**src/rtl/pipe_scoreboard_pkg.sv**
```systemverilog
// -----------------------------------------------------------------------------
// pipe_scoreboard_pkg
// Shared constants for the pipeline hazard/forwarding scoreboard.
//   STG_*  : stage index of an in-flight instruction (1 = EX, 2 = MEM, 3 = WB).
//   RDY_*  : stage at which an instruction's result first exists.
// No ports; imported by the scoreboard RTL and its bench.
// -----------------------------------------------------------------------------
package pipe_scoreboard_pkg;

  localparam int unsigned STG_EX   = 1;
  localparam int unsigned STG_MEM  = 2;
  localparam int unsigned STG_WB   = 3;

  localparam int unsigned RDY_ALU  = 1;
  localparam int unsigned RDY_LOAD = 2;

endpackage : pipe_scoreboard_pkg

```
**src/rtl/pipe_sb_lookup.sv**
```systemverilog
// -----------------------------------------------------------------------------
// pipe_sb_lookup
// Resolves one ID source operand against the in-flight scoreboard.
// The youngest matching producer (lowest stage index) wins; if its result
// already exists the operand is forwarded from that stage, otherwise the
// source is reported pending. Register 0 and unread sources always take the
// register-file value.
// Ports:
//   i_src       source register index
//   i_re        source is actually read
//   i_v         entry valid bits, bit k-1 = stage k
//   i_rd        entry destination indices, stage k at [(k-1)*AW +: AW]
//   i_rdy       entry ready stages, stage k at [(k-1)*RW +: RW]
//   i_stage_res per-stage results, stage k at [(k-1)*XLEN +: XLEN]
//   i_rf        register-file read data for this source
//   o_op        resolved operand
//   o_pending   producer found but its result does not exist yet
// -----------------------------------------------------------------------------
module pipe_sb_lookup #(
  parameter int XLEN  = 32,
  parameter int AW    = 5,
  parameter int DEPTH = 3,
  parameter int RW    = $clog2(DEPTH + 1)
) (
  input  logic [AW-1:0]         i_src,
  input  logic                  i_re,
  input  logic [DEPTH-1:0]      i_v,
  input  logic [DEPTH*AW-1:0]   i_rd,
  input  logic [DEPTH*RW-1:0]   i_rdy,
  input  logic [DEPTH*XLEN-1:0] i_stage_res,
  input  logic [XLEN-1:0]       i_rf,
  output logic [XLEN-1:0]       o_op,
  output logic                  o_pending
);

  logic w_found;

  // NOTE: every output of a combinational block gets a default before any
  // conditional assignment; otherwise synthesis infers a latch.
  always_comb begin
    o_op      = i_rf;
    o_pending = 1'b0;
    w_found   = 1'b0;
    if (i_re && (i_src != '0)) begin
      // Walk from EX outward; the first hit is the youngest producer.
      for (int k = 0; k < DEPTH; k++) begin
        if (!w_found && i_v[k] && (i_rd[k*AW +: AW] == i_src)) begin
          w_found = 1'b1;
          if (RW'(k + 1) >= i_rdy[k*RW +: RW]) begin
            o_op = i_stage_res[k*XLEN +: XLEN];
          end else begin
            o_pending = 1'b1;
          end
        end
      end
    end
  end

endmodule : pipe_sb_lookup

```
**src/rtl/pipe_scoreboard.sv**
```systemverilog
// -----------------------------------------------------------------------------
// pipe_scoreboard
// Hazard and forwarding controller beside the ID stage. A DEPTH-entry
// scoreboard of {valid, rd, ready-stage} shifts in step with the pipeline
// registers; each ID source is resolved to its youngest in-flight producer,
// a stall is raised when that result does not exist yet, and stalls and EX
// redirects turn the instruction entering EX into a bubble.
// Ports:
//   cpu_clk, cpu_rst      clock, synchronous active-high reset
//   id_valid              ID holds a real instruction
//   id_rs1/2, id_re1/2    source indices and read enables
//   id_rf1/2              register-file read data
//   id_rd, id_we, id_rdy  destination, write enable, ready stage
//   ex_redirect           taken branch/jump resolved in EX
//   stage_res             current result per stage, stage k at (k-1)*XLEN
//   op1, op2              forwarded operands
//   stall, flush, bubble  hazard controls
//   stall_cnt, flush_cnt  saturating event counters
// -----------------------------------------------------------------------------
module pipe_scoreboard
  import pipe_scoreboard_pkg::*;
#(
  parameter int XLEN  = 32,
  parameter int AW    = 5,
  parameter int DEPTH = 3,
  parameter int RW    = $clog2(DEPTH + 1),
  parameter int CW    = 32
) (
  input  logic                  cpu_clk,
  input  logic                  cpu_rst,
  input  logic                  id_valid,
  input  logic [AW-1:0]         id_rs1,
  input  logic [AW-1:0]         id_rs2,
  input  logic                  id_re1,
  input  logic                  id_re2,
  input  logic [XLEN-1:0]       id_rf1,
  input  logic [XLEN-1:0]       id_rf2,
  input  logic [AW-1:0]         id_rd,
  input  logic                  id_we,
  input  logic [RW-1:0]         id_rdy,
  input  logic                  ex_redirect,
  input  logic [DEPTH*XLEN-1:0] stage_res,
  output logic [XLEN-1:0]       op1,
  output logic [XLEN-1:0]       op2,
  output logic                  stall,
  output logic                  flush,
  output logic                  bubble,
  output logic [CW-1:0]         stall_cnt,
  output logic [CW-1:0]         flush_cnt
);

  // Entry for stage k lives at bit/slice k-1; stage 1 (EX) is the lowest.
  localparam int unsigned ENTRY_IN = STG_EX - 1;

  logic [DEPTH-1:0]      r_v;
  logic [DEPTH*AW-1:0]   r_rd;
  logic [DEPTH*RW-1:0]   r_rdy;
  logic [CW-1:0]         r_stall_cnt;
  logic [CW-1:0]         r_flush_cnt;

  logic                  w_pend1;
  logic                  w_pend2;
  logic                  w_stall;
  logic                  w_bubble;
  logic                  w_enter_v;

  pipe_sb_lookup #(.XLEN(XLEN), .AW(AW), .DEPTH(DEPTH), .RW(RW)) u_lookup1 (
    .i_src       (id_rs1),
    .i_re        (id_re1),
    .i_v         (r_v),
    .i_rd        (r_rd),
    .i_rdy       (r_rdy),
    .i_stage_res (stage_res),
    .i_rf        (id_rf1),
    .o_op        (op1),
    .o_pending   (w_pend1)
  );

  pipe_sb_lookup #(.XLEN(XLEN), .AW(AW), .DEPTH(DEPTH), .RW(RW)) u_lookup2 (
    .i_src       (id_rs2),
    .i_re        (id_re2),
    .i_v         (r_v),
    .i_rd        (r_rd),
    .i_rdy       (r_rdy),
    .i_stage_res (stage_res),
    .i_rf        (id_rf2),
    .o_op        (op2),
    .o_pending   (w_pend2)
  );

  // A redirect kills the ID instruction, so it never stalls on its operands.
  assign w_stall   = id_valid && (w_pend1 || w_pend2) && !ex_redirect;
  assign w_bubble  = w_stall || ex_redirect || !id_valid;
  assign w_enter_v = !w_bubble && id_we;

  assign stall     = w_stall;
  assign bubble    = w_bubble;
  assign flush     = ex_redirect;
  assign stall_cnt = r_stall_cnt;
  assign flush_cnt = r_flush_cnt;

  // NOTE: sequential state uses non-blocking assignments so every register
  // samples the pre-edge value, independent of statement order.
  always_ff @(posedge cpu_clk) begin
    if (cpu_rst) begin
      r_v <= '0;
    end else begin
      r_v <= {r_v[DEPTH-2:0], 1'b0};
      r_v[ENTRY_IN] <= w_enter_v;
    end
  end

  // NOTE: the rd/rdy payload is deliberately not reset; it is ignored
  // whenever the matching valid bit is clear, so resetting it buys nothing.
  always_ff @(posedge cpu_clk) begin
    r_rd  <= {r_rd[(DEPTH-1)*AW-1:0], id_rd};
    r_rdy <= {r_rdy[(DEPTH-1)*RW-1:0], id_rdy};
  end

  // Event counters stick at all-ones instead of wrapping.
  always_ff @(posedge cpu_clk) begin
    if (cpu_rst) begin
      r_stall_cnt <= '0;
      r_flush_cnt <= '0;
    end else begin
      if (w_stall && (r_stall_cnt != '1)) begin
        r_stall_cnt <= r_stall_cnt + CW'(1);
      end
      if (ex_redirect && (r_flush_cnt != '1)) begin
        r_flush_cnt <= r_flush_cnt + CW'(1);
      end
    end
  end

endmodule : pipe_scoreboard

```
**config.mk**
```make
export PLATFORM = sky130hd
export DESIGN_NAME = pipe_scoreboard
export DESIGN_NICKNAME = d
export VERILOG_FILES = /design/src/rtl/pipe_scoreboard_pkg.sv /design/src/rtl/pipe_sb_lookup.sv /design/src/rtl/pipe_scoreboard.sv
export SDC_FILE = /design/constraint.sdc
export NUM_CORES = 1
export LEC_CHECK = 0
export CORE_MARGIN = 2
export CORE_UTILIZATION = 37
export CTS_BUF_LIST = sky130_fd_sc_hd__clkbuf_16
export DETAILED_ROUTE_END_ITERATION = 8
export PLACE_DENSITY = 0.8
export SKIP_LAST_GASP = 1
export SLEW_MARGIN = 20
export SYNTH_ARGS = -nofsm -noshare
export SYNTH_HDL_FRONTEND = slang
export SYNTH_HIERARCHICAL = 1
export SYNTH_SLANG_ARGS = --single-unit
export TNS_END_PERCENT = 5
```
**constraint.sdc**
```tcl
create_clock -name cpu_clk -period 2.8 [get_ports cpu_clk]
set_input_delay 0.28 -clock cpu_clk [delete_from_list [all_inputs] [get_ports cpu_clk]]
set_output_delay 0.28 -clock cpu_clk [all_outputs]
set_load 0.005 [all_outputs]
```
==> results of run 1 <==
## worst reg2reg max path: stages (launching register included)
cell and delay, ns:
dfxtp_2 0.35, xnor2_1 0.27, nand2_1 0.12, or4_1 0.53, a21oi_2 0.15, nor2_1 0.09
or3_1 0.38, or4b_4 0.54, or3_1 0.34, a21oi_1 0.13
## final timing paths
check / startpoint / end / slack, ns / cells past startpoint
worst min register to register: r_rdy[0] / r_rdy[2] / 0.33 / 0
worst max register to register: r_rd[5] / stall_cnt[30] / -0.17 / 9
worst min-delay path: r_rdy[0] / r_rdy[2] / 0.33 / 0
worst max-delay path: r_rd[5] / op2[19] / -0.21 / 8
## cell usage in the layout (no fill, tap or decap), types with 18 or more instances in the layout
cell / n
clkdlybuf4s50_1: 298
buf_4: 81
dfxtp_1: 78
o221a_1: 60
o22a_1: 58
nand2b_1: 54
nor2_1: 43
a21oi_1: 34
or3_1: 31
nand3_1: 30
nand2_1: 29
xnor2_1: 29
o21ai_0: 26
inv_1: 20
nand4_1: 18
## routing by layer
metal	vias to the layer above	part of all wire (%)	routed length [microns]
li1	3599	-	-
met1	3561	38	9790
met2	337	50	12900
met3	74	8.0	2060
met4	0	3.9	1010
met5	-	0	0
## metrics by stage
step                hold WS [ns]  cells  area [sq um]
floorplan                  0.308    737          6420
global placement           0.319   1307         10300
detailed placement         0.321   1307         10300
CTS                        0.338   1335         10800
global route               0.344   1345         10900
finish                     0.335   1345         10900
## power by group
group / leakage, nW / internal [mW] / switching [mW] / total, mW
Combinational: 2.68 / 0.475 / 0.249 / 0.724
Clock: 0.158 / 0.793 / 0.520 / 1.31
Sequential: 0.701 / 1.24 / 0.0256 / 1.27
Total: 3.54 / 2.51 / 0.795 / 3.30
## sequential cells by signal (all words and copies together) (netlist names)
| signal | cells |
|---|---|
| r_v | 3 |
| r_rd | 15 |
| flush_cnt | 32 |
| stall_cnt | 32 |
| r_rdy | 4 |
## repair_timing
action / 4_1_cts / 5_1_grt
pin swaps: 12 / 0
hold endpoints to repair: 0 / 0
gates cloned: 1 / 0
endpoints found under the setup margin: 81 / 84
setup buffers: 11 / 0
resized for setup: 59 / 1
## area by class of cell
cell class / instances / area [sq um] / share of cell area, %
inverters: 22 / 82.6 / 0.760
clock buffers: 9 / 225 / 2.07
multi-input cells: 581 / 4450 / 40.9
repair buffers: 410 / 3980 / 36.6
flip-flops and latches: 86 / 1740 / 16.0
clock inverters: 7 / 101 / 0.932
well taps: 220 / 275 / 2.53
diodes: 10 / 25.0 / 0.230
==> impl_metrics.csv, run 1 <==
group,metric,value,unit
power_and_ir_drop,power.ir.vdd_worst,285,uV
clock_network,clock_latency_of_the_later_clocked_register_in_the_worst_skew_pair,0.34,ns
floorplan,core_area,0.0166,sq mm
worst_setup_path,path_type_of_the_worst_setup_path,"reg -> out",
worst_setup_path,crit_slowest_cell,"clkdlybuf4s50_1",
clock_network,clk_pin_slew,0.07,ns
clock_network,cts_tree,"built",
timing,layout_setup_ws,-0.207,ns
placement,port_buffers,314,
route,drt-total-wl,25700,microns
timing,final.setup.tns,-9.62,ns
floorplan,initial_core_util,38.1,%
floorplan,die_x,135,microns
global_route,antenna_found_initial,10,
cells_and_area,drive_above_1_share,16.4,%
clock_network,hold_buffers,0,
timing,maxSlewHeadroom,61.2,%
synth,synth_fp_nets,923,
clock_network,clock_path_buffers,2,
status,violations_in_the_final_reports,"setup timing",
timing,skew,0.0101,ns
clock_network,tritoncts.num_buffers,9,
worst_setup_path,worst-endpoint-required,2.52,ns
global_route,globalRoute.busiestLayer,"met2",
synth,syn-cell-area,0.00634,sq mm
power_and_ir_drop,p_leak,3.54,nW
worst_setup_path,critical_path_peak_fanout,25,
route,wl_per_cell,19.1,microns
placement,detailed_place_hpwl,19400,microns
job,max_cap_violations,0,
route,drt_drc_violations_left,0,
power_and_ir_drop,power.density,304,mW/mm^2
cells_and_area,filler_cell_count,1383,
global_route,gr-usage-met3,6.61,%
global_route,globalRouteMet1Util,30.2,%
cells_and_area,finish.utilization,65.3,%
floorplan,fp.dieArea,0.0182,sq mm
route,drt_iter0_drc,303,
worst_setup_path,crit_family,"buffers and inverters",
status,outcome,"complete, but fails checks",
timing,tightest_slew,0.567,ns
route,dr_vias,7571,
worst_setup_path,crit_buf_inv,3,
cells_and_area,syn_to_final_growth,71.5,%
power_and_ir_drop,p_total,3.30,mW
timing,final-hold-violation-count,0,
global_route,pin_count_of_the_biggest_net_entering_global_routing,34,
floorplan,die_height,135,microns
synth,count_of_synthesis_stage_warnings_from_yosys,6,
global_route,grt_pass1_vias,7368,
placement,routabilityCongestion,0.858,
clock_network,numClockSinks,86,
min_path,min_path_type,"reg -> reg",
global_route,groute.usage.overall,27.0,%
floorplan,io_pins,315,
cells_and_area,finish.net_count,1296,
synth,post_synth_inst_count,737,
worst_setup_path,cp-end-kind,"output port",
synth,synthesis.area_per_instance,8.60,sq um
worst_setup_path,critPathMaxStageDelay,0.53,ns
placement,place_worst_setup_slack,-0.677,ns
global_route,global_route.overflow_total,0,
worst_setup_path,critical_path.cell_chain,"xnor2_1 > nand2_1 > buf_4 > o211ai_4 > buf_6 > o22a_1 > o221a_1 > clkdlybuf4s50_1",
timing,final_max_slew_viol_count,0,
global_route,met2_resource_use_gr,46.8,%
route,number_of_vias_per_cell_after_detailed_routing,5.63,
timing,final.min_clock_period,3.01,ns
clock_network,root_buffer,"clkbuf_16",
timing,finalSetupViolCount,68,
clock_network,clock_tree.htree_level_count,3,
timing,achievable_clock_frequency,333,MHz
timing,timing.final.crit_share,107,%
worst_setup_path,setup.worst_path.start_class,"flip-flop",
global_route,grt_pass1_wl,39000,microns
route,drt.antenna.violating_nets,0,
floorplan,rows,47,
route,drt-pass1-iter-count,4,
timing,grt_setup_unrepaired,"true",
worst_setup_path,critical_path_arrival,2.73,ns
Power figures use the tool's default switching activity.
==> inputs of run 2 (changes only) <==
--- a/config.mk
+++ b/config.mk
@@ -6,10 +6,10 @@
 export NUM_CORES = 1
 export LEC_CHECK = 0
 export CORE_MARGIN = 2
-export CORE_UTILIZATION = 37
+export CORE_UTILIZATION = 35
 export CTS_BUF_LIST = sky130_fd_sc_hd__clkbuf_16
 export DETAILED_ROUTE_END_ITERATION = 8
-export PLACE_DENSITY = 0.8
+export PLACE_DENSITY = 0.77
 export SKIP_LAST_GASP = 1
 export SLEW_MARGIN = 20
 export SYNTH_ARGS = -nofsm -noshare
==> impl_metrics.csv, run 2 (synthesized netlist as in run 1, its figures left out) <==
group,metric,value,unit
timing,finalSetupViolCount,69,
power_and_ir_drop,internal-power,2.33,mW
status,violations_in_the_final_reports,"setup timing",
route,drt_drc_violations_left,0,
power_and_ir_drop,power.ir.vdd_worst,280,uV
route,drt_iter0_drc,365,
placement,detailed_place_hpwl,19800,microns
worst_setup_path,critical_path_arrival,2.77,ns
worst_setup_path,launch_instance_of_the_worst_register_to_register_path,"r_rd[4]",
floorplan,die_height,139,microns
job,max_cap_violations,0,
status,outcome,"complete, but fails checks",
min_path,min_delay_worst_endpoint,"r_rdy[2]",
power_and_ir_drop,switching_power,0.842,mW
placement,place_worst_setup_slack,-0.622,ns
clock_network,cts_tree,"built",
floorplan,rows,49,
timing,final-hold-violation-count,0,
clock_network,clock_latency_of_the_later_clocked_register_in_the_worst_skew_pair,0.35,ns
power_and_ir_drop,power.share.clock,37.8,%
timing,layout_setup_ws,-0.253,ns
global_route,grt_pass1_wl,40700,microns
worst_setup_path,critPathMaxStageDelay,0.50,ns
cells_and_area,finish.net_count,1300,
route,drt.antenna.violating_nets,0,
worst_setup_path,setup.worst_path.start_class,"flip-flop",
worst_setup_path,worstRegToRegCells,12,
route,wl_per_cell,19.4,microns
floorplan,io_pins,315,
worst_setup_path,critical_path.cell_chain,"buf_12 > xnor2_4 > nand4_4 > nor2_2 > or4_1 > a21oi_2 > or2_2 > buf_4 > nand2_1 > inv_1 > clkdlybuf4s50_1",
timing,achievable_clock_frequency,327,MHz
timing,final_max_slew_viol_count,0,
min_path,min_path_type,"reg -> reg",
route,number_of_vias_per_cell_after_detailed_routing,5.59,
floorplan,initial_core_util,35.5,%
timing,timing.final.crit_share,109,%
worst_setup_path,regToRegEndpoint,"stall_cnt[28]",
cells_and_area,drive_above_1_share,16.4,%
power_and_ir_drop,share_of_total_power_in_sequential_cells,39.9,%
cells_and_area,layout_common_cells,"clkdlybuf4s50_1 (272), buf_4 (80), dfxtp_1 (78)",
global_route,global_route.overflow_total,0,
floorplan,core_area,0.0178,sq mm
clock_network,numClockSinks,86,
worst_setup_path,cp-end-kind,"output port",
worst_setup_path,crit_buf_inv,4,
power_and_ir_drop,p_leak,3.63,nW
floorplan,fp.dieArea,0.0192,sq mm
clock_network,tritoncts.num_buffers,9,
worst_setup_path,path_type_of_the_worst_setup_path,"reg -> out",
min_path,cell_count_of_the_worst_hold_path,0,
power_and_ir_drop,power.density,290,mW/mm^2
worst_setup_path,worst-endpoint-required,2.52,ns
worst_setup_path,critical_path_depth,11,
clock_network,hold_buffers,0,
power_and_ir_drop,combPwrFrac,22.4,%
global_route,pin_count_of_the_biggest_net_entering_global_routing,72,
placement,port_buffers,314,
global_route,antenna_found_initial,4,
worst_setup_path,critical_path_peak_fanout,3,
route,drt-pass1-iter-count,5,
timing,tightest_slew,0.657,ns
worst_setup_path,crit_family,"simple AND/OR/NAND/NOR gates",
route,drt-total-wl,26300,microns
timing,grt_setup_unrepaired,"true",
timing,maxSlewHeadroom,55.8,%
clock_network,clock_tree.htree_level_count,3,
floorplan,die_x,139,microns
cells_and_area,syn_to_final_growth,72.9,%
timing,final.min_clock_period,3.05,ns
timing,fin_worst_hold_slack,0.345,ns
power_and_ir_drop,switching_share,26.5,%
power_and_ir_drop,p_total,3.18,mW
worst_setup_path,timing.reg2reg.setup_slack,-0.19,ns
timing,skew,0.0121,ns
worst_setup_path,crit_slowest_cell,"clkdlybuf4s50_1",
clock_network,clk_pin_slew,0.08,ns
clock_network,clock_path_buffers,2,
route,dr_vias,7564,
global_route,grt_pass1_vias,7492,
clock_network,root_buffer,"clkbuf_16",
cells_and_area,mostFrequentLayoutCell,"clkdlybuf4s50_1",
min_path,min_from,"r_rdy[0]",
global_route,groute.usage.overall,26.2,%
placement,routabilityCongestion,0.923,
## run 2: power groups by stage
stage | logic [mW] | clock network, mW | registers [mW]
2_1_floorplan | 0.212 | 0 | 1.29
3_3_place_gp | 0.689 | 0 | 1.29
3_5_place_dp | 0.695 | 0 | 1.29
4_1_cts | 0.703 | 1.22 | 1.26
5_1_grt | 0.751 | 1.27 | 1.27
6_report | 0.710 | 1.20 | 1.27
## run 2: metal layers
layer,share of wire [%],global-route usage [%]
met1,38,29.7
met2,51,47.5
met3,7.4,6.01
met4,3.5,10.8
met5,0,0
## run 2: timing repair
action / in CTS / in global routing
setup endpoints to repair: 83 / 90
buffers inserted: 13 / 0
gates cloned: 3 / 0
resized for setup: 65 / 15
pin swaps: 13 / 2
## run 2: final cells by class
class                   count  area [sq um]
clock buffers               9           225
diodes                      4          10.0
flip-flops and latches     86          1740
repair buffers            414          4070
well taps                 229           287
clock inverters             7          77.6
inverters                  22          82.6
multi-input cells         581          4470
fillers                  1542          6880
## run 2: how the worst max path moves through the flow
stage | from | end
final | r_rd[4] | stall
after global routing | r_rd[6] | op1[2]
after CTS | r_rd[4] | op2[5]
after detailed placement | id_rs1[3] | op1[22]
after global placement | id_rs2[1] | op2[0]
after floorplan | r_rd[2] | stall_cnt[26]
## run 2: per-stage QoR
stage | setup TNS [ns] | utilization, % | cell area, sq um | cells
final | -8.84 | 61.4 | 11000 | 1352
after global routing | -15.81 | 61.4 | 11000 | 1352
after CTS | -9.77 | 61.1 | 10900 | 1348
after detailed placement | -44.50 | 57.6 | 10300 | 1316
after global placement | -40.53 | 57.6 | 10300 | 1316
after floorplan | -0.348 | - | 6420 | 737
## run 2: worst register-to-register path, cell delays in order, from the launching register on
cell	delay, ns
dfxtp_4	0.38
buf_12	0.13
xnor2_4	0.12
nand4_4	0.10
nor2_2	0.05
or4_1	0.49
a21oi_2	0.21
nor2_1	0.10
or3_1	0.38
or4b_4	0.53
buf_4	0.16
o21ai_0	0.15
a21oi_1	0.08
==> inputs of run 3 (changes only) <==
--- a/config.mk
+++ b/config.mk
@@ -5,11 +5,12 @@
 export SDC_FILE = /design/constraint.sdc
 export NUM_CORES = 1
 export LEC_CHECK = 0
-export CORE_MARGIN = 2
-export CORE_UTILIZATION = 35
+export ABC_CLOCK_PERIOD_IN_PS = 2800
+export CORE_MARGIN = 5
+export CORE_UTILIZATION = 37
 export CTS_BUF_LIST = sky130_fd_sc_hd__clkbuf_16
 export DETAILED_ROUTE_END_ITERATION = 8
-export PLACE_DENSITY = 0.77
+export PLACE_DENSITY = 0.8
 export SKIP_LAST_GASP = 1
 export SLEW_MARGIN = 20
 export SYNTH_ARGS = -nofsm -noshare
==> impl_metrics.csv, run 3 (synthesized netlist as in run 1, its figures left out) <==
group,metric,value,unit
status,outcome,"complete, but fails checks",
status,violations_in_the_final_reports,"setup timing",
route,drt.antenna.violating_nets,0,
worst_setup_path,cp_common_cell,"buf_4",
clock_network,tritoncts.num_buffers,9,
power_and_ir_drop,power.ir.vdd_worst,338,uV
worst_setup_path,crit_family,"buffers and inverters",
power_and_ir_drop,p_leak,3.68,nW
floorplan,die_x,141,microns
cells_and_area,finish.net_count,1296,
min_path,cell_count_of_the_worst_hold_path,0,
power_and_ir_drop,share_of_total_power_in_sequential_cells,37.9,%
clock_network,clock_path_buffers,2,
power_and_ir_drop,power.density,302,mW/mm^2
worst_setup_path,cp-end-kind,"output port",
cells_and_area,syn_to_final_growth,74.9,%
timing,timing.final.crit_share,107,%
clock_network,clock_tree.htree_level_count,3,
clock_network,clk_pin_slew,0.06,ns
placement,routabilityCongestion,0.949,
cells_and_area,finish.utilization,66.4,%
worst_setup_path,critical_path_peak_fanout,7,
clock_network,numClockSinks,86,
power_and_ir_drop,switching_power,0.765,mW
placement,placedInstanceArea,0.0103,sq mm
timing,final.setup.tns,-6.65,ns
timing,maxSlewHeadroom,58.0,%
global_route,global_route.overflow_total,0,
route,dr_vias,7559,
route,drt_iter0_drc,337,
timing,layout_setup_ws,-0.183,ns
timing,grt_setup_unrepaired,"true",
floorplan,io_pins,315,
timing,tightest_slew,0.630,ns
placement,placed_cell_count,1300,
worst_setup_path,critical_path_arrival,2.70,ns
floorplan,fp.dieArea,0.0198,sq mm
placement,place_worst_setup_slack,-0.726,ns
placement,detailed_place_hpwl,21500,microns
timing,final.min_clock_period,2.98,ns
timing,final_max_slew_viol_count,0,
floorplan,die_height,141,microns
power_and_ir_drop,internal-power,2.58,mW
floorplan,rows,47,
timing,final-hold-violation-count,0,
worst_setup_path,setup.worst_path.start_class,"primary input",
floorplan,core_area,0.0167,sq mm
cells_and_area,final_design_area_no_fill,0.0111,sq mm
route,drt-pass1-iter-count,5,
cells_and_area,mostFrequentLayoutCell,"clkdlybuf4s50_1",
worst_setup_path,critical_path_depth,9,
global_route,grt_pass1_vias,7517,
placement,port_buffers,314,
worst_setup_path,critical_path.cell_chain,"dlygate4sd2_1 > buf_4 > or4_4 > o21a_1 > o21ai_2 > a31oi_4 > buf_4 > o221a_1 > clkdlybuf4s50_1",
power_and_ir_drop,combPwrFrac,21.7,%
route,number_of_vias_per_cell_after_detailed_routing,5.63,
floorplan,initial_core_util,38.0,%
cells_and_area,layout_common_cells,"clkdlybuf4s50_1 (268), dfxtp_1 (76), buf_4 (69)",
global_route,groute.usage.overall,26.0,%
worst_setup_path,crit_buf_inv,4,
worst_setup_path,critPathMaxStageDelay,0.53,ns
timing,skew,0.00935,ns
timing,fin_worst_hold_slack,0.335,ns
power_and_ir_drop,power.share.clock,40.4,%
min_path,min_path_type,"reg -> reg",
route,drt-total-wl,27400,microns
clock_network,cts_tree,"built",
global_route,pin_count_of_the_biggest_net_entering_global_routing,35,
clock_network,clock_latency_of_the_later_clocked_register_in_the_worst_skew_pair,0.34,ns
worst_setup_path,crit_slowest_cell,"or4_4",
clock_network,root_buffer,"clkbuf_16",
job,max_cap_violations,0,
timing,achievable_clock_frequency,335,MHz
route,drt_drc_violations_left,0,
cells_and_area,non_filler_instance_count_after_layout,1342,
worst_setup_path,worstRegToRegCells,10,
global_route,grt_pass1_wl,41800,microns
route,wl_per_cell,20.4,microns
clock_network,hold_buffers,0,
worst_setup_path,worst-endpoint-required,2.52,ns
timing,finalSetupViolCount,64,
worst_setup_path,path_type_of_the_worst_setup_path,"in -> out",
global_route,antenna_found_initial,7,
cells_and_area,drive_above_1_share,17.1,%
power_and_ir_drop,p_total,3.35,mW
worst_setup_path,timing.reg2reg.setup_slack,-0.06,ns
power_and_ir_drop,switching_share,22.8,%
cells_and_area,filler_cell_count,1416,
[run 3: worst paths after layout]
kind         startpoint       endpoint
min            r_rdy[0]       r_rdy[2]
max reg2reg     r_rd[0]  stall_cnt[30]
min reg2reg    r_rdy[0]       r_rdy[2]
max           id_rs1[1]         op1[3]
[run 3: power by group through the flow]
stage,logic (mW),clock network (mW),registers [mW]
floorplan,0.212,0,1.29
global placement,0.707,0,1.29
detailed placement,0.711,0,1.29
CTS,0.717,1.38,1.27
global route,0.767,1.42,1.27
finish,0.727,1.35,1.27
[run 3: metal layers]
metal / up-vias / part of all wire [%] / track usage, %
met1: 3603 / 38 / 30.1
met3: 54 / 6.7 / 5.32
met4: 0 / 4.0 / 10.5
met5: - / 0 / 0
li1: 3603 / - / -
met2: 299 / 51 / 46.9
[run 3: final cells by class]
type | count | area [sq um] | share of cell area (%)
multi-input combinational | 581 | 4520 | 40.8
timing repair buffer | 410 | 4110 | 37.1
sequential | 86 | 1740 | 15.7
tap | 220 | 275 | 2.48
clock buffer | 9 | 225 | 2.03
clock inverter | 7 | 113 | 1.02
inverter | 22 | 82.6 | 0.745
antenna | 7 | 17.5 | 0.158
[run 3: repair_timing]
action	CTS	global route
endpoints found under the hold margin	0	0
setup endpoints to repair	90	81
setup buffers	14	3
gates cloned	2	0
gates resized for setup	99	12
pin swaps	20	13
